===== config.mk =====
export PLATFORM = sky130hd
export DESIGN_NAME = spi_frame_receiver
export DESIGN_NICKNAME = d
export VERILOG_FILES = /design/src/rtl/spi_frame_receiver_pkg.sv /design/src/rtl/spi_sync_edge.sv /design/src/rtl/spi_frame_receiver.sv
export SDC_FILE = /design/constraint.sdc
export NUM_CORES = 1
export LEC_CHECK = 0
export CORE_MARGIN = 8
export CORE_UTILIZATION = 51
export CTS_CLUSTER_DIAMETER = 120
export DETAILED_ROUTE_END_ITERATION = 6
export PLACE_DENSITY = 0.78
export REMOVE_ABC_BUFFERS = 1
export SLEW_MARGIN = 20
export SYNTH_ARGS = -nofsm -noshare
export SYNTH_HDL_FRONTEND = slang
export SYNTH_SLANG_ARGS = --single-unit
export TNS_END_PERCENT = 50

===== constraint.sdc =====
create_clock -name clk -period 3.4 [get_ports clk]
set_clock_uncertainty 0.1 [all_clocks]
set_input_delay 0.51 -clock clk [delete_from_list [all_inputs] [get_ports clk]]
set_output_delay 0.51 -clock clk [all_outputs]
set_load 0.02 [all_outputs]

===== src/rtl/spi_frame_receiver_pkg.sv =====
// Shared definitions for the SPI frame receiver and its DAC transmitter peer:
// frame layout, field positions, FSM states.
package spi_frame_receiver_pkg;

    localparam int unsigned FRAME_BITS = 32;
    localparam int unsigned CNT_W      = 6;

    localparam int unsigned PREFIX_W = 8;
    localparam int unsigned CMD_W    = 4;
    localparam int unsigned ADDR_W   = 4;
    localparam int unsigned DATA_W   = 12;
    localparam int unsigned PAD_W    = 4;

    localparam int unsigned PREFIX_LSB = 24;
    localparam int unsigned CMD_LSB    = 20;
    localparam int unsigned ADDR_LSB   = 16;
    localparam int unsigned DATA_LSB   = 4;
    localparam int unsigned PAD_LSB    = 0;

    localparam logic [PREFIX_W-1:0] PREFIX_VAL = 8'hFF;
    localparam logic [PAD_W-1:0]    PAD_VAL    = 4'h0;

    typedef enum logic [1:0] {
        ST_IDLE  = 2'd0,
        ST_SHIFT = 2'd1,
        ST_CHECK = 2'd2,
        ST_DONE  = 2'd3
    } state_t;

    // Frame as shifted in, MSB first: prefix occupies the top byte
    typedef struct packed {
        logic [PREFIX_W-1:0] prefix;
        logic [CMD_W-1:0]    cmd;
        logic [ADDR_W-1:0]   addr;
        logic [DATA_W-1:0]   data;
        logic [PAD_W-1:0]    pad;
    } frame_t;

endpackage


===== src/rtl/spi_sync_edge.sv =====
// Multi-flop synchronizer for one asynchronous input plus rise/fall detection
// between the last stage and the stage before it.
module spi_sync_edge #(
    parameter int unsigned STAGES = 2
) (
    input  logic clk,
    input  logic rst,
    input  logic din,
    output logic level,
    output logic rise_c,
    output logic fall_c
);

    // sync_q[0] is the newest sample, sync_q[STAGES-1] the settled one
    logic [STAGES-1:0] sync_q;
    logic [STAGES-1:0] sync_d;

    always_comb begin
        sync_d = {sync_q[STAGES-2:0], din};
    end

    always_ff @(posedge clk or negedge rst) begin
        if (!rst) begin
            sync_q <= '0;
        end else begin
            sync_q <= sync_d;
        end
    end

    assign level  = sync_q[STAGES-1];
    assign rise_c = sync_q[STAGES-2] & ~sync_q[STAGES-1];
    assign fall_c = ~sync_q[STAGES-2] & sync_q[STAGES-1];

endmodule


===== src/rtl/spi_frame_receiver.sv =====
// SPI write-frame receiver: shifts 32-bit frames, validates cmd/addr and
// publishes the 12-bit data field. Define SPI_FRAME_CHECK_EN to also enforce prefix/pad.
module spi_frame_receiver
    import spi_frame_receiver_pkg::*;
#(
    parameter logic [CMD_W-1:0]  EXP_COMMAND = 4'b0011,
    parameter logic [ADDR_W-1:0] EXP_ADDR    = 4'b0000,
    parameter int unsigned       SYNC_STAGES = 2
) (
    input  logic              clk,
    input  logic              rst,
    input  logic              sck,
    input  logic              mosi,
    input  logic              cs_n,
    output logic [DATA_W-1:0] sample,
    output logic              sample_valid,
    output logic              frame_err,
    output logic              busy
);

    logic sck_lvl, sck_rise_c, sck_fall_c;
    logic mosi_lvl, mosi_rise_c, mosi_fall_c;
    logic cs_lvl, cs_rise_c, cs_fall_c;

    spi_sync_edge #(.STAGES(SYNC_STAGES)) u_sck_sync (
        .clk(clk), .rst(rst), .din(sck),
        .level(sck_lvl), .rise_c(sck_rise_c), .fall_c(sck_fall_c)
    );

    spi_sync_edge #(.STAGES(SYNC_STAGES)) u_mosi_sync (
        .clk(clk), .rst(rst), .din(mosi),
        .level(mosi_lvl), .rise_c(mosi_rise_c), .fall_c(mosi_fall_c)
    );

    spi_sync_edge #(.STAGES(SYNC_STAGES)) u_cs_sync (
        .clk(clk), .rst(rst), .din(cs_n),
        .level(cs_lvl), .rise_c(cs_rise_c), .fall_c(cs_fall_c)
    );

    logic edges_unused_c;
    assign edges_unused_c = ^{sck_lvl, sck_fall_c, mosi_rise_c, mosi_fall_c, cs_lvl};

    state_t                  state_q, state_d;
    logic [FRAME_BITS-1:0]   shift_q, shift_d;
    logic [CNT_W-1:0]        cnt_q, cnt_d;
    logic [DATA_W-1:0]       sample_q, sample_d;
    logic                    valid_q, valid_d;
    logic                    err_q, err_d;
    logic                    busy_q, busy_d;
    logic                    ovr_q, ovr_d;

    frame_t frame_c;
    logic   frame_ok_c;

    assign frame_c = frame_t'(shift_q);

`ifdef SPI_FRAME_CHECK_EN
    assign frame_ok_c = (frame_c.cmd == EXP_COMMAND) && (frame_c.addr == EXP_ADDR) &&
                        (frame_c.prefix == PREFIX_VAL) && (frame_c.pad == PAD_VAL);
`else
    assign frame_ok_c = (frame_c.cmd == EXP_COMMAND) && (frame_c.addr == EXP_ADDR);

    logic frame_unused_c;
    assign frame_unused_c = ^{frame_c.prefix, frame_c.pad};
`endif

    // Next-state and output decode; cs_n rising always wins over a coincident sck edge
    always_comb begin
        state_d  = state_q;
        shift_d  = shift_q;
        cnt_d    = cnt_q;
        sample_d = sample_q;
        valid_d  = 1'b0;
        err_d    = 1'b0;
        ovr_d    = ovr_q;

        case (state_q)
            ST_IDLE: begin
                if (cs_fall_c) begin
                    state_d = ST_SHIFT;
                    cnt_d   = '0;
                end
            end
            ST_SHIFT: begin
                if (cs_rise_c) begin
                    state_d = ST_IDLE;
                    err_d   = 1'b1;
                end else if (sck_rise_c) begin
                    shift_d = {shift_q[FRAME_BITS-2:0], mosi_lvl};
                    cnt_d   = cnt_q + CNT_W'(1);
                    if (cnt_q == CNT_W'(FRAME_BITS - 1)) begin
                        state_d = ST_CHECK;
                    end
                end
            end
            ST_CHECK: begin
                valid_d = frame_ok_c;
                err_d   = ~frame_ok_c;
                ovr_d   = 1'b0;
                if (frame_ok_c) begin
                    sample_d = frame_c.data;
                end
                state_d = cs_rise_c ? ST_IDLE : ST_DONE;
            end
            ST_DONE: begin
                if (cs_rise_c) begin
                    state_d = ST_IDLE;
                end else if (sck_rise_c && !ovr_q) begin
                    err_d = 1'b1;
                    ovr_d = 1'b1;
                end
            end
            default: begin
                state_d = ST_IDLE;
            end
        endcase

        // CHECK is a one-cycle hop inside the frame, so busy stays continuous through it
        busy_d = (state_d != ST_IDLE);
    end

    always_ff @(posedge clk or negedge rst) begin
        if (!rst) begin
            state_q  <= ST_IDLE;
            shift_q  <= '0;
            cnt_q    <= '0;
            sample_q <= '0;
            valid_q  <= 1'b0;
            err_q    <= 1'b0;
            busy_q   <= 1'b0;
            ovr_q    <= 1'b0;
        end else begin
            state_q  <= state_d;
            shift_q  <= shift_d;
            cnt_q    <= cnt_d;
            sample_q <= sample_d;
            valid_q  <= valid_d;
            err_q    <= err_d;
            busy_q   <= busy_d;
            ovr_q    <= ovr_d;
        end
    end

    assign sample       = sample_q;
    assign sample_valid = valid_q;
    assign frame_err    = err_q;
    assign busy         = busy_q;

endmodule


==> impl_metrics.csv, run 1 <==
group,metric,value,unit
outcome,status,"completed",
clock_tree,clock_path_buffers,2,
clock_tree,holdBufCountCts,0,
grt,grt_first_pass_wirelength,6240,microns
floorplan,die_y,80.8,microns
timing,tns,0,ns
grt,grt_pass1_vias,1379,
power_and_ir_drop,finalPower,1.11,mW
clock_tree,clockRootBuffer,"clkbuf_8",
timing,rsz0062_at_grt,"no",
setup_path,worstPathRequired,3.49,ns
timing,clock.fmax,0.475,GHz
setup_path,crit_path_max_incr_delay,0.55,ns
routing,drtAntennaViolNets,0,
timing,slew_headroom,0.426,
floorplan,die_w,80.8,microns
grt,antenna_found_initial,0,
routing,drtPass1Iterations,4,
grt,top_usage_layer,"met2",
yosys,yosys-top-cells-count,"nand2_1, dfrtp_1, mux2_4",
clock_tree,htree_num_levels,2,
clock_tree,path_clk_slew,0.09,ns
setup_path,setup.worst_path.end_class,"flip-flop",
floorplan,fp.dieArea,6530,sq um
placement,io_buffers,19,
yosys,synth_edf_count,0,
timing,report.final.setup_viol,0,
setup_path,cp.arrival,2.20,ns
final_layout,syn2layout_area_growth,14.9,%
floorplan,top_level_ports,20,
yosys,yosys.area.top_type,"dfrtp_1",
clock_tree,cts_buffers,5,
yosys,postSynthAreaPerCell,10.9,sq um
yosys,yosys_register_bits,54,
timing,period_share,0.620,
routing,drc,0,
yosys,synth_flop_cell,"dfrtp_1",
routing,routed_wl,3490,microns
floorplan,coreArea,4030,sq um
yosys,synth.most_common_cell,"nand2_1",
grt,grt_use_total,0.122,
yosys,ys_seq_area_frac,0.631,
routing,vias,1385,
floorplan,start_util,0.532,
timing,finalHoldViolCount,0,
hold_path,hold_path_class,"in2async",
clock_tree,cts_resized,0,
yosys,synth_top_area_share,0.631,
routing,viasPerCell,5.15,
placement,place.gp.congestion,0.772,
setup_path,crit_chain,"or4_4 -> nor4_4 -> nand2_2 -> mux2_4",
timing,slew_viol_final,0,
yosys,synth_area,2140,sq um
routing,post_drt_wl_per_cell,13.0,microns
power_and_ir_drop,ir_worst_vdd,0.000266,V
setup_path,crit_fanout,13,
setup_path,cp-start-kind,"flip-flop",
final_layout,num_antenna_cells,0,
routing,drt_first_iter_violations,69,
yosys,ys_types,27,
timing,finalCriticalPeriod,2.11,ns
floorplan,row_count,23,
clock_tree,cts_tree,"yes",
clock_tree,clk_latency,0.30,ns
grt,grt-ovfl-total,0,
clock_tree,cts_setup_buffers,0,
power_and_ir_drop,p_per_area,452,nW/um^2
setup_path,slowest_stage,"or4_4",
grt,grt_max_degree,41,
run,maxCapViolCount,0,
clock_tree,cts.sinks,54,
power_and_ir_drop,p_leak,1.29,nW
yosys,syn_inst,197,
grt,grt_use_met2,0.196,
yosys,yosysWarningCount,0,
placement,dpl.hpwl,2440,microns
setup_path,worstSetupPathType,"reg2reg",
final_layout,nNetsFinal,224,
grt,use_met3,0.0309,
timing,worst_pin_slew,0.861,ns
grt,grt_use_met1,0.152,
yosys,async_reset_ff_frac,1.00,
final_layout,drive_above_1_share,0.119,
yosys,synthTopCellsByArea,"dfrtp_1, nand2_1, mux2_4",
## flip-flops by register name, summed over array words and instances (netlist names)
| name | count |
|---|---|
| frame_c | 24 |
| sample | 12 |
| cnt_q | 6 |
| state_q | 2 |
| u_cs_sync.sync_q | 2 |
| u_mosi_sync.sync_q | 2 |
| u_sck_sync.sync_q | 2 |
| busy | 1 |
| frame_err | 1 |
| ovr_q | 1 |
| sample_valid | 1 |
## cell usage in the layout, fill, tap and decap left out, types with 4 or more instances in the layout
cell             netlist  layout
nand2_1               77      77
dfrtp_1               54      54
clkdlybuf4s50_1        0      18
mux2_4                 9       9
nand2b_1               6       6
nor2_1                 6       6
nand3_1                5       5
clkbuf_8               0       5
nor2b_1                4       4
## layout make-up
cell class              count  area [sq um]
clock buffers               6          72.6
clock inverters             2          13.8
fillers                   339          1570
inverters                   2          7.51
multi-input cells         133           746
flip-flops and latches     54          1350
well taps                  50          62.6
repair buffers             22           208
## kinds of logic after synthesis
logic type | Yosys count | share of synthesized area
multiplexers | 14 | 0.0882
buffers and inverters | 10 | 0.0210
AND/OR/NAND/NOR | 108 | 0.226
AO/OA/AOI/OAI | 9 | 0.0239
adder cells (fa/ha/maj) | 1 | 0.00584
XOR/XNOR | 1 | 0.00409
flip-flops | 54 | 0.631
## per-layer routing
| layer | vias to the layer above | share of wire | routed length, microns |
|---|---|---|---|
| met4 | 0 | 0.020 | 70 |
| met1 | 676 | 0.45 | 1580 |
| met3 | 7 | 0.045 | 157 |
| li1 | 681 | - | - |
| met5 | - | 0 | 0 |
| met2 | 21 | 0.48 | 1690 |
## metrics by stage
step	area (sq um)	setup WS, ns	hold slack [ns]	utilization	std cells
floorplan	2100	1.44	0.114	-	189
global placement	2370	1.36	0.237	0.589	261
finish	2460	1.29	0.216	0.611	269
CTS	2460	1.27	0.225	0.611	269
detailed placement	2370	1.29	0.238	0.589	261
global route	2460	1.22	0.262	0.611	269
## power breakdown
| part | total (mW) | leakage [nW] | internal, mW | switching (mW) |
|---|---|---|---|---|
| clock | 0.340 | 0.0452 | 0.146 | 0.194 |
| combinational | 0.0749 | 0.516 | 0.0272 | 0.0477 |
| sequential | 0.697 | 0.733 | 0.676 | 0.0216 |
| total | 1.11 | 1.29 | 0.848 | 0.263 |
## final timing paths
| path | to | slack (ns) | from | cells past startpoint |
|---|---|---|---|---|
| worst max-delay path | sample[7] | 1.29 | frame_c[17] | 4 |
| worst min-delay path | u_sck_sync.sync_q[0] | 0.22 | rst | 1 |
| worst max register to register | sample[7] | 1.29 | frame_c[17] | 4 |
| worst min register to register | u_mosi_sync.sync_q[1] | 0.26 | u_mosi_sync.sync_q[0] | 0 |
| max in group asynchronous | frame_c[13] | 2.27 | rst | 2 |
| min in group clk | u_mosi_sync.sync_q[1] | 0.26 | u_mosi_sync.sync_q[0] | 0 |
## critical path: cells and delay by family, from the launching register on
| kind | cells | cell delay (ns) |
|---|---|---|
| and+or+nand+nor | 3 | 1.11 |
| DFF | 1 | 0.40 |
| muxes | 1 | 0.38 |
No activity file was read; power rests on OpenSTA's default activity.
==> run 2: changes to the inputs <==
- CORE_UTILIZATION: 51 -> 50
- PLACE_DENSITY: 0.78 -> 0.8
- clock period: 3.4 -> 1.9 ns (I/O delays scaled with it)
==> impl_metrics.csv, run 2 (synthesized netlist as in run 1, its figures left out) <==
group,metric,value,unit
hold_path,hold_path_class,"reg2reg",
clock_tree,htree_num_levels,2,
clock_tree,cts_tree,"yes",
floorplan,fp.dieArea,6630,sq um
routing,drtPass1Iterations,4,
routing,viasPerCell,5.00,
timing,slew_viol_final,0,
routing,drt_first_iter_violations,48,
timing,period_share,1.01,
setup_path,setup.worst_path.end_class,"flip-flop",
routing,vias,1391,
floorplan,row_count,24,
clock_tree,path_clk_slew,0.09,ns
setup_path,crit_fanout,13,
grt,grt-ovfl-total,0,
final_layout,multi_input_area,746,sq um
routing,routed_wl,3460,microns
final_layout,final_util,0.602,
clock_tree,clk_latency,0.31,ns
grt,grt_pass1_vias,1314,
power_and_ir_drop,switchingPower,486,uW
final_layout,largest_reg_flops,24,
placement,io_buffers,19,
final_layout,num_antenna_cells,0,
setup_path,slowest_stage,"or4_4",
floorplan,die_w,81.5,microns
final_layout,fillCellCount,342,
timing,finalHoldViolCount,0,
clock_tree,cts_buffers,5,
floorplan,start_util,0.506,
grt,grt_first_pass_wirelength,5980,microns
final_layout,syn2layout_area_growth,18.9,%
final_layout,drive_above_1_share,0.146,
power_and_ir_drop,p_per_area,789,nW/um^2
final_layout,seqCellArea,1350,sq um
routing,drc,0,
timing,slew_headroom,0.771,
grt,grt_use_total,0.115,
setup_path,cp.arrival,2.01,ns
placement,dpl.hpwl,2430,microns
power_and_ir_drop,p_leak,1.34,nW
clock_tree,cts.sinks,54,
power_and_ir_drop,clkPwrFrac,0.310,
floorplan,top_level_ports,20,
clock_tree,clockRootBuffer,"clkbuf_8",
routing,post_drt_wl_per_cell,12.4,microns
run,maxCapViolCount,0,
power_and_ir_drop,power_frac_seq,0.620,
grt,grt_max_degree,55,
timing,setup_slack,-0.0115,ns
timing,finalCriticalPeriod,1.91,ns
final_layout,nNetsFinal,231,
timing,rsz0062_at_grt,"yes",
power_and_ir_drop,ir_worst_vdd,0.000409,V
placement,place.gp.congestion,0.744,
floorplan,coreArea,4230,sq um
hold_path,whs_path_depth,0,
setup_path,cp-start-kind,"flip-flop",
setup_path,crit_path_max_incr_delay,0.55,ns
floorplan,die_y,81.5,microns
final_layout,mostFrequentLayoutCells,"nand2_1, dfrtp_1, clkdlybuf4s50_1, mux2_4, buf_4",
power_and_ir_drop,intPower,1.52,mW
setup_path,worstSetupPathType,"reg2reg",
grt,antenna_found_initial,0,
outcome,failed_checks,"setup timing",
setup_path,crit_chain,"or4_4 -> nor4_4 -> nand2_2 -> buf_12 -> mux2_4",
clock_tree,clock_path_buffers,2,
placement,dpl_worst_slack,-0.101,ns
clock_tree,cts_resized,0,
timing,worst_pin_slew,0.340,ns
setup_path,worstPathRequired,2.00,ns
timing,clock.fmax,0.523,GHz
power_and_ir_drop,swShare,0.242,
routing,drtAntennaViolNets,0,
final_layout,final_common_cell,"nand2_1",
timing,report.final.setup_viol,9,
setup_path,rrSetupSlack,-0.01,ns
outcome,status,"complete, but fails checks",
power_and_ir_drop,power_frac_comb,0.070,
setup_path,ff2ff_path_depth,5,
run 2: cell count changes in the layout (fill, tap and decap cells not counted), sizes merged:
cell / change
dlygate4sd3: +1
buf: +6
clkbuf: -1
clkinvlp: +1
run 2: area by class of cell:
cell class / instances / share of cell area
multi-input cells: 133 / 0.293
repair buffers: 29 / 0.113
inverters: 2 / 0.00295
flip-flops and latches: 54 / 0.530
clock buffers: 5 / 0.0270
well taps: 52 / 0.0255
clock inverters: 3 / 0.00835
run 2: power groups by stage:
stage	logic (mW)	registers (mW)	clock network [mW]
finish	0.140	1.25	0.623
global route	0.167	1.26	0.696
CTS	0.145	1.25	0.652
detailed placement	0.143	1.27	0
global placement	0.138	1.27	0
floorplan	0.0713	1.27	0
run 2: final timing paths:
check,start,to
hold reg to reg,u_mosi_sync.sync_q[0],u_mosi_sync.sync_q[1]
min in group asynchronous,rst,u_cs_sync.sync_q[1]
max in group asynchronous,rst,sample[0]
setup reg to reg,frame_c[17],sample[11]
setup / recovery,frame_c[17],sample[11]
hold / removal,u_mosi_sync.sync_q[0],u_mosi_sync.sync_q[1]
run 2: per-layer routing:
layer | track usage | up-vias | share of wire
met2 | 0.178 | 23 | 0.46
met1 | 0.146 | 667 | 0.47
met5 | 0 | - | 0
li1 | - | 695 | -
met4 | 0.0589 | 0 | 0.022
met3 | 0.0295 | 6 | 0.046
run 2: timing repair:
| item | 4_1_cts | 5_1_grt |
|---|---|---|
| setup buffers | 1 | 1 |
| pin swaps | 2 | 0 |
| hold buffers | 1 | 0 |
| endpoints found under the hold margin | 54 | 0 |
| endpoints found under the setup margin | 12 | 12 |
run 2: critical path, delay by kind of cell (launching register included):
| kind | cells | cell delay, ns |
|---|---|---|
| simple gates | 3 | 0.87 |
| flops | 1 | 0.38 |
| mux | 1 | 0.29 |
| buf+inv | 1 | 0.16 |
run 2: per-stage QoR:
stage,power (mW),area (sq um),TNS [ns],std cells,hold WS [ns]
floorplan,1.34,2100,-0.609,189,-0.111
global placement,1.40,2430,-0.133,267,0.195
detailed placement,1.41,2430,-1.05,267,0.204
CTS,2.04,2540,-0.242,277,0.259
global route,2.12,2550,-0.491,278,0.280
finish,2.01,2550,-0.0688,278,0.263
